`config.mk`:
```
export PLATFORM = sky130hd
export DESIGN_NAME = isa_cycle_arbiter
export DESIGN_NICKNAME = d
export VERILOG_FILES = /design/src/rtl/isa_arb_pkg.sv /design/src/rtl/isa_cycle_arbiter_rr_pick.sv /design/src/rtl/isa_cycle_arbiter.sv
export SDC_FILE = /design/constraint.sdc
export NUM_CORES = 1
export LEC_CHECK = 0
export BUFFER_PORTS_ARGS = -buffer_cell sky130_fd_sc_hd__buf_4
export CAP_MARGIN = 30
export CORE_MARGIN = 2
export CORE_UTILIZATION = 50
export DETAILED_ROUTE_END_ITERATION = 10
export MAX_ROUTING_LAYER = met4
export PLACE_DENSITY = 0.85
export SKIP_CTS_REPAIR_TIMING = 1
export SYNTH_ARGS = -nofsm -noshare
export SYNTH_HDL_FRONTEND = slang
export SYNTH_SLANG_ARGS = --single-unit
```
`constraint.sdc`:
```
create_clock -name clk -period 6.8 [get_ports clk]
set_clock_uncertainty 0.2 [all_clocks]
set_input_delay 0 -clock clk [delete_from_list [all_inputs] [get_ports clk]]
set_output_delay 0 -clock clk [all_outputs]
set_load 0.01 [all_outputs]
```
`src/rtl/isa_arb_pkg.sv`:
```
// Shared types and constants for the ISA bus-cycle arbiter.
package isa_arb_pkg;

    localparam int unsigned ADDR_W          = 10;
    localparam int unsigned DATA_W          = 8;
    localparam int unsigned CNT_W           = 7;
    localparam int unsigned TIMEOUT_DEFAULT = 64;

    typedef enum logic [1:0] {
        StIdle = 2'b00,
        StBusy = 2'b01,
        StResp = 2'b10
    } arb_state_e;

    // Index of the highest set bit; callers pass a one-hot vector.
    function automatic int unsigned onehot_idx(input logic [31:0] oh);
        int unsigned idx;
        idx = 0;
        for (int unsigned i = 0; i < 32; i++) begin
            if (oh[i]) begin
                idx = i;
            end
        end
        return idx;
    endfunction

endpackage

```
`src/rtl/isa_cycle_arbiter_rr_pick.sv`:
```
// Combinational round-robin pick: first requester after last_winner, wrapping.
module rr_pick #(
    parameter int unsigned NReq = 3,
    parameter int unsigned IdxW = 2
) (
    input  logic [NReq-1:0] req,
    input  logic [IdxW-1:0] last_winner,
    output logic [NReq-1:0] winner,
    output logic            valid
);

    logic [IdxW-1:0] idx;
    logic            found;

    always_comb begin
        winner = '0;
        found  = 1'b0;
        idx    = '0;
        for (int unsigned k = 1; k <= NReq; k++) begin
            idx = IdxW'((32'(last_winner) + k) % NReq);
            if (!found && req[idx]) begin
                winner[idx] = 1'b1;
                found       = 1'b1;
            end
        end
        valid = found;
    end

endmodule

```
`src/rtl/isa_cycle_arbiter.sv`:
```
// Round-robin arbiter that serialises per-port ISA I/O requests onto one bus
// cycle sequencer, with a per-cycle timeout that aborts a stuck cycle.
module isa_cycle_arbiter
    import isa_arb_pkg::*;
#(
    parameter int unsigned N_REQ   = 3,
    parameter int unsigned TIMEOUT = TIMEOUT_DEFAULT
) (
    input  logic                    clk,
    input  logic                    reset,
    input  logic [N_REQ-1:0]        req,
    input  logic [N_REQ-1:0]        req_we,
    input  logic [N_REQ*ADDR_W-1:0] req_addr,
    input  logic [N_REQ*DATA_W-1:0] req_wdata,
    output logic [N_REQ-1:0]        ack,
    output logic [DATA_W-1:0]       resp_rdata,
    output logic                    resp_err,
    output logic [N_REQ-1:0]        gnt,
    output logic                    bus_rd,
    output logic                    bus_wr,
    output logic [ADDR_W-1:0]       bus_addr,
    output logic [DATA_W-1:0]       bus_wdata,
    input  logic [DATA_W-1:0]       bus_rdata,
    input  logic                    bus_done_n,
    output logic                    busy
);

    localparam int unsigned IdxW = (N_REQ > 1) ? $clog2(N_REQ) : 1;

    arb_state_e          state_q, state_d;
    logic [N_REQ-1:0]    gnt_q, gnt_d;
    logic                we_q, we_d;
    logic [ADDR_W-1:0]   addr_q, addr_d;
    logic [DATA_W-1:0]   wdata_q, wdata_d;
    logic [DATA_W-1:0]   rdata_q, rdata_d;
    logic                err_q, err_d;
    logic [CNT_W-1:0]    cnt_q, cnt_d;
    logic [IdxW-1:0]     last_q, last_d;

    logic [N_REQ-1:0]    pick;
    logic                pick_valid;

    rr_pick #(
        .NReq (N_REQ),
        .IdxW (IdxW)
    ) u_rr_pick (
        .req         (req),
        .last_winner (last_q),
        .winner      (pick),
        .valid       (pick_valid)
    );

    // AND-OR mux of the winning port's request fields.
    logic [ADDR_W-1:0] addr_acc  [N_REQ+1];
    logic [DATA_W-1:0] wdata_acc [N_REQ+1];
    logic [N_REQ:0]    we_acc;

    assign addr_acc[0]  = '0;
    assign wdata_acc[0] = '0;
    assign we_acc[0]    = 1'b0;

    for (genvar g = 0; g < N_REQ; g++) begin : g_sel
        assign addr_acc[g+1]  = addr_acc[g] |
                                (req_addr[g*ADDR_W +: ADDR_W] & {ADDR_W{pick[g]}});
        assign wdata_acc[g+1] = wdata_acc[g] |
                                (req_wdata[g*DATA_W +: DATA_W] & {DATA_W{pick[g]}});
        assign we_acc[g+1]    = we_acc[g] | (req_we[g] & pick[g]);
    end

    always_comb begin
        state_d = state_q;
        gnt_d   = gnt_q;
        we_d    = we_q;
        addr_d  = addr_q;
        wdata_d = wdata_q;
        rdata_d = rdata_q;
        err_d   = err_q;
        cnt_d   = cnt_q;
        last_d  = last_q;

        unique case (state_q)
            StIdle: begin
                if (pick_valid) begin
                    gnt_d   = pick;
                    we_d    = we_acc[N_REQ];
                    addr_d  = addr_acc[N_REQ];
                    wdata_d = wdata_acc[N_REQ];
                    cnt_d   = '0;
                    state_d = StBusy;
                end
            end
            StBusy: begin
                // Done wins over a coincident timeout.
                if (!bus_done_n) begin
                    if (!we_q) begin
                        rdata_d = bus_rdata;
                    end
                    err_d   = 1'b0;
                    state_d = StResp;
                end else if (cnt_q == CNT_W'(TIMEOUT - 1)) begin
                    err_d   = 1'b1;
                    rdata_d = {DATA_W{1'b1}};
                    state_d = StResp;
                end else begin
                    cnt_d = cnt_q + CNT_W'(1);
                end
            end
            StResp: begin
                gnt_d   = '0;
                last_d  = IdxW'(onehot_idx(32'(gnt_q)));
                state_d = StIdle;
            end
            default: begin
                gnt_d   = '0;
                state_d = StIdle;
            end
        endcase
    end

    always_ff @(posedge clk) begin
        if (!reset) begin
            state_q <= StIdle;
            gnt_q   <= '0;
            we_q    <= 1'b0;
            addr_q  <= '0;
            wdata_q <= '0;
            rdata_q <= '0;
            err_q   <= 1'b0;
            cnt_q   <= '0;
            last_q  <= IdxW'(N_REQ - 1);
        end else begin
            state_q <= state_d;
            gnt_q   <= gnt_d;
            we_q    <= we_d;
            addr_q  <= addr_d;
            wdata_q <= wdata_d;
            rdata_q <= rdata_d;
            err_q   <= err_d;
            cnt_q   <= cnt_d;
            last_q  <= last_d;
        end
    end

    always_comb begin
        busy       = (state_q != StIdle);
        ack        = (state_q == StResp) ? gnt_q : '0;
        gnt        = gnt_q;
        bus_rd     = (state_q == StBusy) && !we_q;
        bus_wr     = (state_q == StBusy) && we_q;
        bus_addr   = addr_q;
        bus_wdata  = wdata_q;
        resp_rdata = rdata_q;
        resp_err   = err_q;
    end

endmodule

```
Yosys cells after proc, flatten, opt, wreduce, memory -nomap -nowiden

Index checks and enable logic that the tools add are counted.

Register bits after elaboration: 42
Bits in latches: 0
RAM bits: 0
ROM bits: 0
Memories kept: 0

Add/sub/neg operators: 4
Multiply operators: 0
Div/mod/pow operators: 3
Magnitude comparators: 6
Equality and inequality tests: 9
Shifts and indexed selects: 0
Mux-type cells: 36
Bitwise logic cells: 18
Reduce and logical (&&, ||, !) cells: 19

Operators with widths:

| cell                                                                                | count |
|---|---|
| 32-bit by 2-bit remainder unit with 32-bit output, second input constant            | 3 |
| 10-bit AND                                                                          | 3 |
| 8-bit AND                                                                           | 3 |
| 8-bit two-way mux                                                                   | 3 |
| 7-bit two-way mux                                                                   | 3 |
| 10-bit OR                                                                           | 2 |
| 8-bit OR                                                                            | 2 |
| 3-bit two-way mux                                                                   | 5 |
| 7-bit case mux with 2 select lines                                                  | 1 |
| 1-bit two-way mux                                                                   | 12 |
| 2-bit by 3-bit less-than comparator with 1-bit output, second input constant        | 3 |
| 2-bit two-way mux                                                                   | 4 |
| 2-bit inequality test, second input constant                                        | 4 |
| 2-bit AND reduction                                                                 | 4 |
| 7-bit by 1-bit adder with 7-bit output, second input constant                       | 1 |
| 7-bit by 6-bit == test with 1-bit output, second input constant                     | 1 |
| 1-bit logical AND                                                                   | 7 |
| 2-bit by 2-bit adder with 3-bit output, second input constant                       | 2 |
| 1-bit binary-select mux with 2-bit select                                           | 3 |
| 1-bit demux with 2-bit select                                                       | 3 |
| 2-bit by 1-bit greater-or-equal comparator with 1-bit output, second input constant | 3 |
| 3-bit OR                                                                            | 2 |
| 3-bit case mux with 2 select lines                                                  | 1 |
| 2-bit case mux with 2 select lines                                                  | 1 |
| 13 further kinds                                                                    | 19 |

Logic depth before layout (Yosys ltp)

Gate-level depths: netlist of run 1.

Depth after elaboration: 14
Mapped depth: 10
Gate-level depth less buffers: 8

Cells and area by module

A second synthesis of run 1 with hierarchy kept.

Cell total of the unflattened synthesis: 237
Area, all modules: 2,220.9 sq um

By module, submodules not included:

| module            | instances | cells each | area each (sq um) |
|---|---|---|---|
| isa_cycle_arbiter | 1         | 198        | 1,953.1 |
| rr_pick           | 1         | 39         | 267.8 |

Worst setup path after synthesis of run 1

OpenSTA, ideal clock, no wires.

Path kind: register to register
From: register last_q[0]
To: register we_q
Setup time: 128 ps
Arrival: 2,023 ps
Path slack: 4,449 ps
Cell stages (with the launch flop): 11
Path buffers: 2
Cell sequence: dfxtp_1 inv_1 ha_1 buf_6 and2_4 o32ai_2 nor2_1 a22o_1 buf_6 a32oi_2 o221ai_2

Cells in the longest elaborated chain, start to end: 14
Elaborated cells between the ends (all ways): 45
Those cells by class: add/sub: 3; div: 3; order compare: 6; mux: 18; bitwise: 7; reduce/logical: 8

Ends and longest elaborated chain:

| item                                                                                                | RTL line                                                         | source |
|---|---|---|
| start: declaration                                                                                  | isa_cycle_arbiter.sv:38                                          | `logic [IdxW-1:0] last_q, last_d;` |
| start signal: assignment                                                                            | isa_cycle_arbiter.sv:130                                         | `last_q <= IdxW'(N_REQ - 1);` |
| start signal: assignment                                                                            | isa_cycle_arbiter.sv:140                                         | `last_q <= last_d;` |
| 2-bit by 1-bit adder with 3-bit output                                                              | isa_cycle_arbiter_rr_pick.sv:20                                  | `idx = IdxW'((32'(last_winner) + k) % NReq);` |
| 32-bit by 2-bit remainder unit with 32-bit output                                                   | isa_cycle_arbiter_rr_pick.sv:20                                  |  |
| 2-bit by 3-bit less-than comparator with 1-bit output (not written as such) (tied with other cells) | isa_cycle_arbiter_rr_pick.sv:22                                  | `winner[idx] = 1'b1;` |
| 1-bit logical AND (not written as such) or 1-bit two-way mux (tied branches)                        | isa_cycle_arbiter_rr_pick.sv:22, isa_cycle_arbiter_rr_pick.sv:21 |  |
| 1-bit two-way mux (on tied branches)                                                                | isa_cycle_arbiter_rr_pick.sv:22, isa_cycle_arbiter_rr_pick.sv:21 |  |
| 1-bit demux with 2-bit select or 1-bit logical NOT (tied branches)                                  | --                                                               |  |
| 3-bit two-way mux or 1-bit logical AND (tied branches)                                              | isa_cycle_arbiter_rr_pick.sv:21                                  | `if (!found && req[idx]) begin` |
| 3-bit OR (no line) or 1-bit two-way mux (tied branches)                                             | --                                                               |  |
| 3-bit two-way mux or 1-bit logical NOT (tied branches)                                              | isa_cycle_arbiter_rr_pick.sv:21                                  |  |
| 3-bit OR (no line) or 1-bit logical AND (tied branches)                                             | --                                                               |  |
| 3-bit two-way mux                                                                                   | isa_cycle_arbiter_rr_pick.sv:21                                  |  |
| 1-bit AND                                                                                           | isa_cycle_arbiter.sv:67                                          | `assign we_acc[g+1] = we_acc[g] \| (req_we[g] & pick[g]);` |
| 1-bit OR (2 in series)                                                                              | isa_cycle_arbiter.sv:67                                          |  |
| end signal: assignment                                                                              | isa_cycle_arbiter.sv:134                                         | `we_q <= we_d;` |
| end: declaration                                                                                    | isa_cycle_arbiter.sv:32                                          | `logic we_q, we_d;` |

Several ways; a longest one is shown, not always the timed one. The select of a mux whose other input is x is not followed.
A chain may end at the register's enable or synchronous reset.

Worst setup path after layout of run 1

Same ends and word-level chain as after synthesis.

==> out/results.tsv, run 1 <==
metric	value	unit
post-synthesis cell count	250	
ys async rst share	0	
met2 usage	0.479	
Die Wd	71.7	microns
Worst Path Required	6.85	ns
PD cells	194	nW/um^2
Pint	0.500	mW
combinational share of power	0.321	
fillers	239	
most frequent cells in the layout	110 x buf_4, 55 x dlygate4sd3_1, 42 x dfxtp_1	
fin crit share	0.537	
RSZ-0062 raised after global routing	no	
initial antenna violation count	0	
Avg Synthesized Cell Area	9.16	sq um
Initial Utilization	0.522	
All-Layer GR Usage	0.274	
layout cells sized above 1	0.346	
#FFs+latches synth	42	
FP Rows	24	
worst slew pin tran	0.847	ns
post-route ant nets	0	
drt via density	6.02	
final setup TNS	0	ns
CTS sink cnt	42	
Pins Over Slew Limit	0	
family with the most delay on the worst path	buffers and inverters	
crit path capture type	flop	
commonest non-fill, non-tap cell in the layout	buf_4	
Worst Hold Margin	0.0132	ns
maximum VDD drop	0.000139	V
top_reg_cell synth	dfxtp_1	
Cell Area, Synth	2290	sq um
Max stage delay on crit path	0.57	ns
Placeable Area	4380	sq um
max_cap viols	0	
Pleak	1.68	nW
EDFF count, synth	0	
vias in the first global route	2422	
slowest CP cell	dlygate4sd3_1	
GRT busiest layer	met2	
Worst Path Buf+Inv	3	
outcome	complete, no violations	
Worst Path Max Fanout	31	
Final Setup Violations	0	
GRT overflow	0	
total CTS buffers	5	
Hold Path Class	in -> reg	
CTS H-tree lvls	2	
Root Driver	clkbuf_8	
Worst-Skew Late Latency	0.31	ns
met3 usage	0.0619	
DP HPWL	4.70	mm
Psw	0.221	mW
Placer Congestion	0.837	
Clk pwr share	0.282	
Ys Warns	0	
sequential share of the synthesized area	0.367	
syn nets	326	
wire per inst	18.6	microns
Final Hold Viols	0	
n_diodes	0	
Sw Share	0.306	
first-pass GRT wire length	10.9	mm
min Tclk post-route	3.65	ns
relative slew slack	0.435	
CP Cell Sequence	inv_1 -> ha_1 -> mux2i_1 -> nor2_1 -> nor4_4 -> or2_1 -> buf_4 -> nand2_4 -> o221ai_2 -> dlygate4sd3_1	
DRC Markers	0	
P&R area growth vs syn	62.6	%
Clk pin slew, worst setup/hold paths	0.08	ns
CTS tree	done	
Total Wirelength	8.46	mm
startpoint types	flop	
CP arrival	3.70	ns
die span in y	71.7	microns
clock buffer depth	2	
global-route met1 utilization	0.306	
die area	5140	sq um
largest net degree at the start of global routing	56	
vias post-DR	2735	
port bufs	106	
I/O pins	107	
Layout Nets	477	
initial DRC count	148	
Fmax	274	MHz
Cell variety after synth	45	
part of the power in registers	0.397	
Initial DRT Pass Iterations	4	
crit path kind	reg -> reg	
==> routing by layer <==
layer | part of all wire | vias up
met4 | 0.032 | 0
met1 | 0.36 | 1289
met3 | 0.087 | 24
li1 | - | 1254
met2 | 0.52 | 168
met5 | 0 | -
==> power groups by stage <==
| stage | registers, mW | clock network, mW | logic [mW] |
|---|---|---|---|
| 2_1_floorplan | 0.295 | 0 | 0.0936 |
| 3_3_place_gp | 0.289 | 0 | 0.177 |
| 3_5_place_dp | 0.289 | 0 | 0.182 |
| 4_1_cts | 0.284 | 0.205 | 0.183 |
| 5_1_grt | 0.288 | 0.213 | 0.247 |
| 6_report | 0.286 | 0.204 | 0.231 |
==> stage by stage <==
| stage | total power, mW | util | area [sq um] | setup WS [ns] | std cells |
|---|---|---|---|---|---|
| after floorplan | 0.389 | - | 2290 | 4.45 | 250 |
| after global placement | 0.466 | 0.696 | 3050 | 3.97 | 390 |
| after detailed placement | 0.470 | 0.696 | 3050 | 3.83 | 390 |
| after CTS | 0.672 | 0.722 | 3160 | 3.77 | 398 |
| after global routing | 0.748 | 0.849 | 3720 | 2.96 | 454 |
| final | 0.721 | 0.849 | 3720 | 3.15 | 454 |
==> cell type report <==
cell class / count / area (sq um) / share of cell area
clock inverter: 3 / 45.0 / 0.0121
tap: 52 / 65.1 / 0.0175
sequential: 42 / 841 / 0.226
clock buffer: 5 / 68.8 / 0.0185
inverter: 6 / 22.5 / 0.00605
timing repair buffer: 165 / 1380 / 0.370
multi-input combinational: 181 / 1300 / 0.350
==> sequential cells by signal, indices dropped and copies added, names as in the netlist <==
register and cells:
bus_addr 10, bus_wdata 8, cnt_q 7, gnt 3, last_q 2, resp_err 1, resp_rdata 8, state_q 2
we_q 1
==> synthesized netlist by cell type (all sizes together), types with 2 or more instances <==
master,n,share of area
o211ai,20,0.085
nand4,2,0.0055
buf,13,0.040
a32oi,19,0.076
and2,6,0.017
clkbuf,8,0.013
o21ai,5,0.011
inv,6,0.0098
o32ai,2,0.011
xor2,4,0.015
o221ai,2,0.010
or2,3,0.0082
o311a,8,0.035
nor3,2,0.0044
ha,5,0.027
nand3b,3,0.0098
nor2b,3,0.0082
mux2i,5,0.022
nor2,20,0.034
dfxtp,42,0.37
nand2b,11,0.030
a21oi,5,0.011
nand3,40,0.087
nand2,5,0.011
==> final timing paths <==
check / startpoint / to / slack [ns] / depth (start not counted)
worst min register to register: cnt_q[6]$_SDFFE_PN0P_ / cnt_q[6]$_SDFFE_PN0P_ / 0.26 / 2
worst max-delay path: last_q[0]$_SDFFE_PN0N_ / we_q$_SDFFE_PN0P_ / 3.15 / 10
worst max register to register: last_q[0]$_SDFFE_PN0N_ / we_q$_SDFFE_PN0P_ / 3.15 / 10
worst min-delay path: reset / state_q[0]$_SDFFE_PN0P_ / 0.01 / 2
==> cells by family after synthesis <==
| kind of cell | share of synthesized area |
|---|---|
| xor+xnor | 0.0191 |
| flops | 0.367 |
| mux | 0.0219 |
| fa+ha+maj | 0.0273 |
| buf+inv | 0.0634 |
| compound gates | 0.266 |
| simple gates | 0.236 |
Power figures use the tool's default switching activity.
==> run 2: changes to the inputs <==
ABC_AREA = 1   (was unset)
CORE_UTILIZATION = 44   (was 50)
PLACE_DENSITY = 0.77   (was 0.85)
clock period = 3.25 ns   (was 6.8 ns; I/O delays follow)
==> run 2 against run 1 <==
The run now ends with hold timing left. Die area grew 27%. Largest cell class unchanged. Cell count rose by 43%. Clock power is 110% higher. Hold slack got worse by 0.053 ns. Critical path depth up 3. Sequential share of layout area shrank 2.1 points. First-iteration DRC count is 11% higher. Global-route usage is 5.5 points lower. Cell area rose by 10%. Total power increased by 120%. Synthesized cell count increased by 66%. Worst setup slack worse by 2.6 ns.
==> out/results.tsv, run 2 <==
metric	value	unit	change
outcome	finished with violations		was complete, no violations
violated checks	hold timing		
most frequent cells in the layout	107 x buf_4, 100 x nor2_1, 77 x nand2_1		was 110 x buf_4, 55 x dlygate4sd3_1, 42 x dfxtp_1
worst slew pin tran	0.977	ns	was 0.847 ns
XOR/XNOR Fraction of Synth Area	0.00677		was 0.0191
largest net degree at the start of global routing	41		was 56
Clk pin slew, worst setup/hold paths	0.09	ns	was 0.08 ns
Hold Path Stages	7		was 2
Ys Warns	0		unchanged
crit path kind	reg -> reg		unchanged
post-route ant nets	0		unchanged
synthesized-area fraction occupied by adder cells	0.0242		was 0.0273
P&R area growth vs syn	58.8	%	was 62.6%
Final Hold Viols	16		was 0
layout cells sized above 1	0.228		was 0.346
startpoint types	flop		unchanged
die span in y	80.7	microns	was 71.7 microns
footprint of the multi-input gates	1360	sq um	was 1300 sq um
Placeable Area	5610	sq um	was 4380 sq um
crit path capture type	flop		unchanged
maximum VDD drop	0.000296	V	was 0.000139 V
total CTS buffers	5		unchanged
combinational share of power	0.354		was 0.321
Sw Share	0.333		was 0.306
main combinational cell family by area after synthesis	simple AND/OR/NAND/NOR gates		was compound AO/OA/AOI/OAI gates
die area	6510	sq um	was 5140 sq um
fillers	445		was 239
max reg flops	10		unchanged
Pleak	2.12	nW	was 1.68 nW
min Tclk post-route	2.74	ns	was 3.65 ns
Synth top cells by count	100 x nor2_1, 77 x nand2_1, 60 x inv_1		was 42 x dfxtp_1, 40 x nand3_1, 19 x nor2_1
Synth top area share	0.325		was 0.367
Initial Utilization	0.461		was 0.522
first-pass GRT wire length	11.1	mm	was 10.9 mm
CP arrival	2.71	ns	was 3.70 ns
part of the power in registers	0.380		was 0.397
PD cells	385	nW/um^2	was 194 nW/um^2
Worst Path Required	3.22	ns	was 6.85 ns
CP Cell Sequence	inv_1 -> ha_1 -> inv_4 -> nand2_2 -> nand3_2 -> nand2_4 -> nand3_1 -> nand2_1 -> nand2_1 -> nand3_1 -> nand3_1 -> nor2_1 -> nor2_1		was inv_1 -> ha_1 -> mux2i_1 -> nor2_1 -> nor4_4 -> or2_1 -> buf_4 -> nand2_4 -> o221ai_2 -> dlygate4sd3_1
port bufs	106		unchanged
Cell Area, Synth	2590	sq um	was 2290 sq um
Pins Over Slew Limit	0		unchanged
Worst Path Max Fanout	20		was 31
syn nets	492		was 326
Worst-Skew Late Latency	0.30	ns	was 0.31 ns
final core occ	0.732		was 0.849
vias post-DR	3208		was 2735
Die Wd	80.7	microns	was 71.7 microns
Avg Synthesized Cell Area	6.22	sq um	was 9.16 sq um
largest cells by area after synthesis	dfxtp_1 33%, nor2_1 15%, nand2_1 11%		was dfxtp_1 37%, nand3_1 8.7%, a32oi_1 6.9%
max_cap viols	0		unchanged
vias in the first global route	2623		was 2422
reg2reg end	we_q$_SDFFE_PN0P_		unchanged
Final Cell Area	4110	sq um	was 3720 sq um
n_diodes	0		unchanged
Compound-Gate Fraction of Synth Area	0.0803		was 0.266
initial antenna violation count	0		unchanged
Root Driver	clkbuf_8		unchanged
#FFs+latches synth	42		unchanged
DRC Markers	0		unchanged
register area	841	sq um	unchanged
ys async rst share	0		unchanged
Max stage delay on crit path	0.46	ns	was 0.57 ns
top_reg_cell synth	dfxtp_1		unchanged
sequential share of the synthesized area	0.325		was 0.367
All-Layer GR Usage	0.220		was 0.274
Psw	0.526	mW	was 0.221 mW
Worst Hold Margin	-0.0399	ns	was 0.0132 ns
Hold Path Class	in -> reg		unchanged
wire per inst	13.3	microns	was 18.6 microns
met3 usage	0.0562		was 0.0619
GRT busiest layer	met2		unchanged
Hold Crit Endpoint	bus_wdata[1]$_SDFFE_PN0P_		was state_q[0]$_SDFFE_PN0P_
EDFF count, synth	0		unchanged
fin crit share	0.843		was 0.537
final setup TNS	0	ns	unchanged
Reg2Reg Launch Point	last_q[0]$_SDFFE_PN0N_		unchanged
global-route met1 utilization	0.264		was 0.306
simple-gate share of the synthesized area	0.413		was 0.236
FP Rows	27		was 24
Layout Nets	653		was 477
RSZ-0062 raised after global routing	no		unchanged
post-synthesis mux area share	0		was 0.0219
GRT overflow	0		unchanged
Hold Startpoint	req_wdata[17]		was reset
relative slew slack	0.348		was 0.435
Fmax	365	MHz	was 274 MHz
Cell variety after synth	27		was 45
CTS H-tree lvls	2		unchanged
reg2reg setup slack	0.51	ns	was 3.15 ns
Pint	1.05	mW	was 0.500 mW
drt via density	4.94		was 6.02
Post-Place Cell Area	3340	sq um	was 3050 sq um
met2 usage	0.365		was 0.479
Total Wirelength	8.68	mm	was 8.46 mm
count leader, synth	nor2_1		was dfxtp_1
DP HPWL	5.01	mm	was 4.70 mm
Clk pwr share	0.266		was 0.282
I/O pins	107		unchanged
CTS tree	done		unchanged
CTS sink cnt	42		unchanged
clock buffer depth	2		unchanged
area leader, netlist	dfxtp_1		unchanged
placed cells	576		was 390
Layout Cells excl Fill	650		was 454
slowest CP cell	ha_1		was dlygate4sd3_1
Final Setup Violations	0		unchanged
initial DRC count	165		was 148
Placer Congestion	0.842		was 0.837
Initial DRT Pass Iterations	6		was 4
CP most frequent cell	nand3_1		
commonest non-fill, non-tap cell in the layout	buf_4		unchanged
worst reg-to-reg path cell count	13		was 10
post-synthesis cell count	416		was 250
==> run 2: stage by stage <==
| step | power [mW] | setup WS, ns | hold slack (ns) |
|---|---|---|---|
| 2_1_floorplan | 0.914 | 1.19 | -0.0332 |
| 3_3_place_gp | 1.08 | 0.734 | 0.0517 |
| 3_5_place_dp | 1.09 | 0.590 | 0.0616 |
| 4_1_cts | 1.50 | 0.587 | -0.251 |
| 5_1_grt | 1.67 | 0.378 | 0.0200 |
| 6_report | 1.58 | 0.511 | -0.0399 |
==> run 2: final cells by class <==
| class | count | area share |
|---|---|---|
| Clock buffer | 6 | 0.0177 |
| Tap cell | 72 | 0.0219 |
| Timing Repair Buffer | 173 | 0.356 |
| Inverter | 64 | 0.0597 |
| Sequential cell | 42 | 0.205 |
| Clock inverter | 2 | 0.00914 |
| Multi-Input combinational cell | 291 | 0.330 |
==> run 2: kinds of logic (layout without fill, tap and decap cells) <==
group | Yosys count | in the layout
fa+ha+maj | 5 | 5
buf+inv | 83 | 245
compound gates | 37 | 37
simple gates | 247 | 247
xor+xnor | 2 | 2
flops | 42 | 42
==> run 2: how the worst max path moves through the flow <==
stage	from	slack, ns	end
after CTS	last_q[0]$_SDFFE_PN0N_	0.59	bus_addr[5]$_SDFFE_PN0P_
after detailed placement	last_q[0]$_SDFFE_PN0N_	0.59	bus_addr[5]$_SDFFE_PN0P_
final	last_q[0]$_SDFFE_PN0N_	0.51	we_q$_SDFFE_PN0P_
after floorplan	last_q[0]$_SDFFE_PN0N_	1.19	bus_addr[7]$_SDFFE_PN0P_
after global routing	last_q[0]$_SDFFE_PN0N_	0.38	we_q$_SDFFE_PN0P_
after global placement	last_q[0]$_SDFFE_PN0N_	0.73	bus_addr[6]$_SDFFE_PN0P_
==> run 2: per-layer routing <==
| layer | wire (microns) | vias to the layer above |
|---|---|---|
| li1 | - | 1597 |
| met1 | 3520 | 1472 |
| met2 | 4490 | 131 |
| met4 | 96 | 0 |
| met5 | 0 | - |
| met3 | 570 | 8 |
==> run 2: power groups by stage <==
| stage | logic, mW | registers [mW] | clock network, mW |
|---|---|---|---|
| floorplan | 0.290 | 0.624 | 0 |
| global placement | 0.466 | 0.609 | 0 |
| detailed placement | 0.477 | 0.608 | 0 |
| CTS | 0.479 | 0.598 | 0.420 |
| global route | 0.616 | 0.605 | 0.451 |
| finish | 0.559 | 0.600 | 0.421 |
==> run 2: critical path: cells and delay by family (launching register included) <==
family	cells	cell delay, ns
AND/OR/NAND/NOR	10	1.43
buffers and inverters	2	0.15
adder cells (fa/ha/maj)	1	0.46
flip-flops	1	0.38
==> run 3: changes to the inputs <==
ABC_AREA = 0   (was 1)
CORE_UTILIZATION = 47   (was 44)
PLACE_DENSITY = 0.81   (was 0.77)
clock period = 2.7 ns   (was 3.25 ns; I/O delays follow)
==> run 3 against run 2 <==
The flow now finishes without violations. Maximum frequency up 3.3%. Critical endpoint is now bus_wdata[5]$_SDFFE_PN0P_. Combinational power grew 5.5%. Largest cell class unchanged. Cell count shrank 25%. Cell area shrank 5.4%.
==> out/results.tsv, run 3 (synthesized netlist as in run 1, its figures left out) <==
metric	value	unit	change
outcome	complete, no violations		was finished with violations
All-Layer GR Usage	0.243		was 0.220
total CTS buffers	5		unchanged
Final Hold Viols	0		was 16
PD cells	455	nW/um^2	was 385 nW/um^2
max reg flops	10		unchanged
crit path kind	reg -> reg		unchanged
relative slew slack	0.599		was 0.348
CP Cell Sequence	inv_1 -> ha_2 -> nor2_1 -> o32ai_2 -> nor2_1 -> a22o_2 -> a32oi_1 -> o211ai_2		was inv_1 -> ha_1 -> inv_4 -> nand2_2 -> nand3_2 -> nand2_4 -> nand3_1 -> nand2_1 -> nand2_1 -> nand3_1 -> nand3_1 -> nor2_1 -> nor2_1
max_cap viols	0		unchanged
vias post-DR	2941		was 3208
layout cells sized above 1	0.351		was 0.228
startpoint types	flop		unchanged
drt via density	6.05		was 4.94
clock buffer depth	2		unchanged
maximum VDD drop	0.000344	V	was 0.000296 V
commonest non-fill, non-tap cell in the layout	buf_4		unchanged
wire per inst	19.2	microns	was 13.3 microns
Critical path destination	bus_wdata[5]$_SDFFE_PN0P_		was we_q$_SDFFE_PN0P_
Pins Over Slew Limit	0		unchanged
Post-Place Cell Area	3110	sq um	was 3340 sq um
Initial DRT Pass Iterations	5		was 6
slowest CP cell	ha_2		was ha_1
P&R area growth vs syn	69.7	%	was 58.8%
I/O pins	107		unchanged
worst slew pin tran	0.601	ns	was 0.977 ns
setup slack at placement	-0.0481	ns	was 0.590 ns
Placeable Area	4720	sq um	was 5610 sq um
Layout Nets	494		was 653
Root Driver	clkbuf_8		unchanged
CTS tree	done		unchanged
largest net degree at the start of global routing	56		was 41
Crit. Startpoint	last_q[0]$_SDFFE_PN0N_		unchanged
FP Rows	25		was 27
Pleak	1.70	nW	was 2.12 nW
Layout Cells excl Fill	486		was 650
Worst Path Max Fanout	20		unchanged
Placer Congestion	0.880		was 0.842
Worst Path Required	2.70	ns	was 3.22 ns
Fmax	377	MHz	was 365 MHz
die area	5450	sq um	was 6510 sq um
Final Setup Violations	0		unchanged
Worst Path Buf+Inv	1		was 2
CP arrival	2.65	ns	was 2.71 ns
CTS H-tree lvls	2		unchanged
Max stage delay on crit path	0.44	ns	was 0.46 ns
Reg2Reg Launch Point	last_q[0]$_SDFFE_PN0N_		unchanged
final setup TNS	0	ns	unchanged
Die Wd	73.8	microns	was 80.7 microns
Critical Path Stages	8		was 13
initial DRC count	307		was 165
Final Cell Area	3890	sq um	was 4110 sq um
n_diodes	0		unchanged
reg2reg end	bus_wdata[5]$_SDFFE_PN0P_		was we_q$_SDFFE_PN0P_
DP HPWL	4.48	mm	was 5.01 mm
vias in the first global route	2331		was 2623
Clk pin slew, worst setup/hold paths	0.09	ns	about the same
crit path capture type	flop		unchanged
Worst-Skew Late Latency	0.31	ns	was 0.30 ns
min Tclk post-route	2.65	ns	was 2.74 ns
Hold Path Class	in -> reg		unchanged
post-route setup slack	0.0470	ns	was 0.511 ns
port bufs	106		unchanged
worst reg-to-reg path cell count	8		was 13
Initial Utilization	0.485		was 0.461
CTS sink cnt	42		unchanged
post-route ant nets	0		unchanged
CP most frequent cell	nor2_1		was nand3_1
GRT overflow	0		unchanged
reg2reg setup slack	0.05	ns	was 0.51 ns
family with the most delay on the worst path	compound AO/OA/AOI/OAI gates		was simple AND/OR/NAND/NOR gates
Total Wirelength	9.31	mm	was 8.68 mm
DRC Markers	0		unchanged
initial antenna violation count	0		unchanged
first-pass GRT wire length	10.1	mm	was 11.1 mm
most frequent cells in the layout	115 x buf_4, 67 x dlygate4sd3_1, 42 x dfxtp_1		was 107 x buf_4, 100 x nor2_1, 77 x nand2_1
die span in y	73.8	microns	was 80.7 microns
fin crit share	0.983		was 0.843
placed cells	411		was 576
[run 3: changes by cell type in the layout (fill, tap and decap cells not counted), sizes merged, moves of 19 or more]
cell    delta
a32oi     +19
nor2      -82
nand2     -77
inv       -58
o211ai    +20
[run 3: metrics by stage]
| step | hold WS, ns | power [mW] | utilization |
|---|---|---|---|
| after floorplan | -0.0519 | 0.980 | - |
| after global placement | 0.0310 | 1.19 | 0.659 |
| after detailed placement | 0.0337 | 1.20 | 0.659 |
| after CTS | -0.283 | 1.63 | 0.679 |
| after global routing | 0.0169 | 1.82 | 0.823 |
| final | 0.0276 | 1.77 | 0.823 |
[run 3: area by class of cell]
type	instances	area [sq um]
repair buffers	182	1530
clock inverters	2	12.5
inverters	6	22.5
fillers	232	837
clock buffers	6	82.6
well taps	67	83.8
flip-flops and latches	42	841
multi-input cells	181	1310
[run 3: power by group]
part,switching [mW],internal (mW)
logic,0.289,0.301
clock network,0.252,0.206
registers,0.0437,0.677
[run 3: worst min path at each step]
stage | from | end | cells past startpoint | slack [ns]
finish | reset | state_q[0]$_SDFFE_PN0P_ | 2 | 0.03
global route | reset | resp_rdata[2]$_SDFFE_PN0P_ | 2 | 0.02
CTS | req_addr[23] | bus_addr[3]$_SDFFE_PN0P_ | 3 | -0.28
detailed placement | req_addr[23] | bus_addr[3]$_SDFFE_PN0P_ | 3 | 0.03
global placement | req_addr[20] | bus_addr[0]$_SDFFE_PN0P_ | 3 | 0.03
floorplan | req_addr[20] | bus_addr[0]$_SDFFE_PN0P_ | 2 | -0.05
[run 3: layer usage]
metal | vias up | wire length (microns) | global-route usage
met5 | - | 0 | -
met4 | 0 | 509 | 0.0909
met3 | 58 | 724 | 0.0576
met2 | 224 | 4630 | 0.408
met1 | 1375 | 3450 | 0.281
li1 | 1284 | - | -
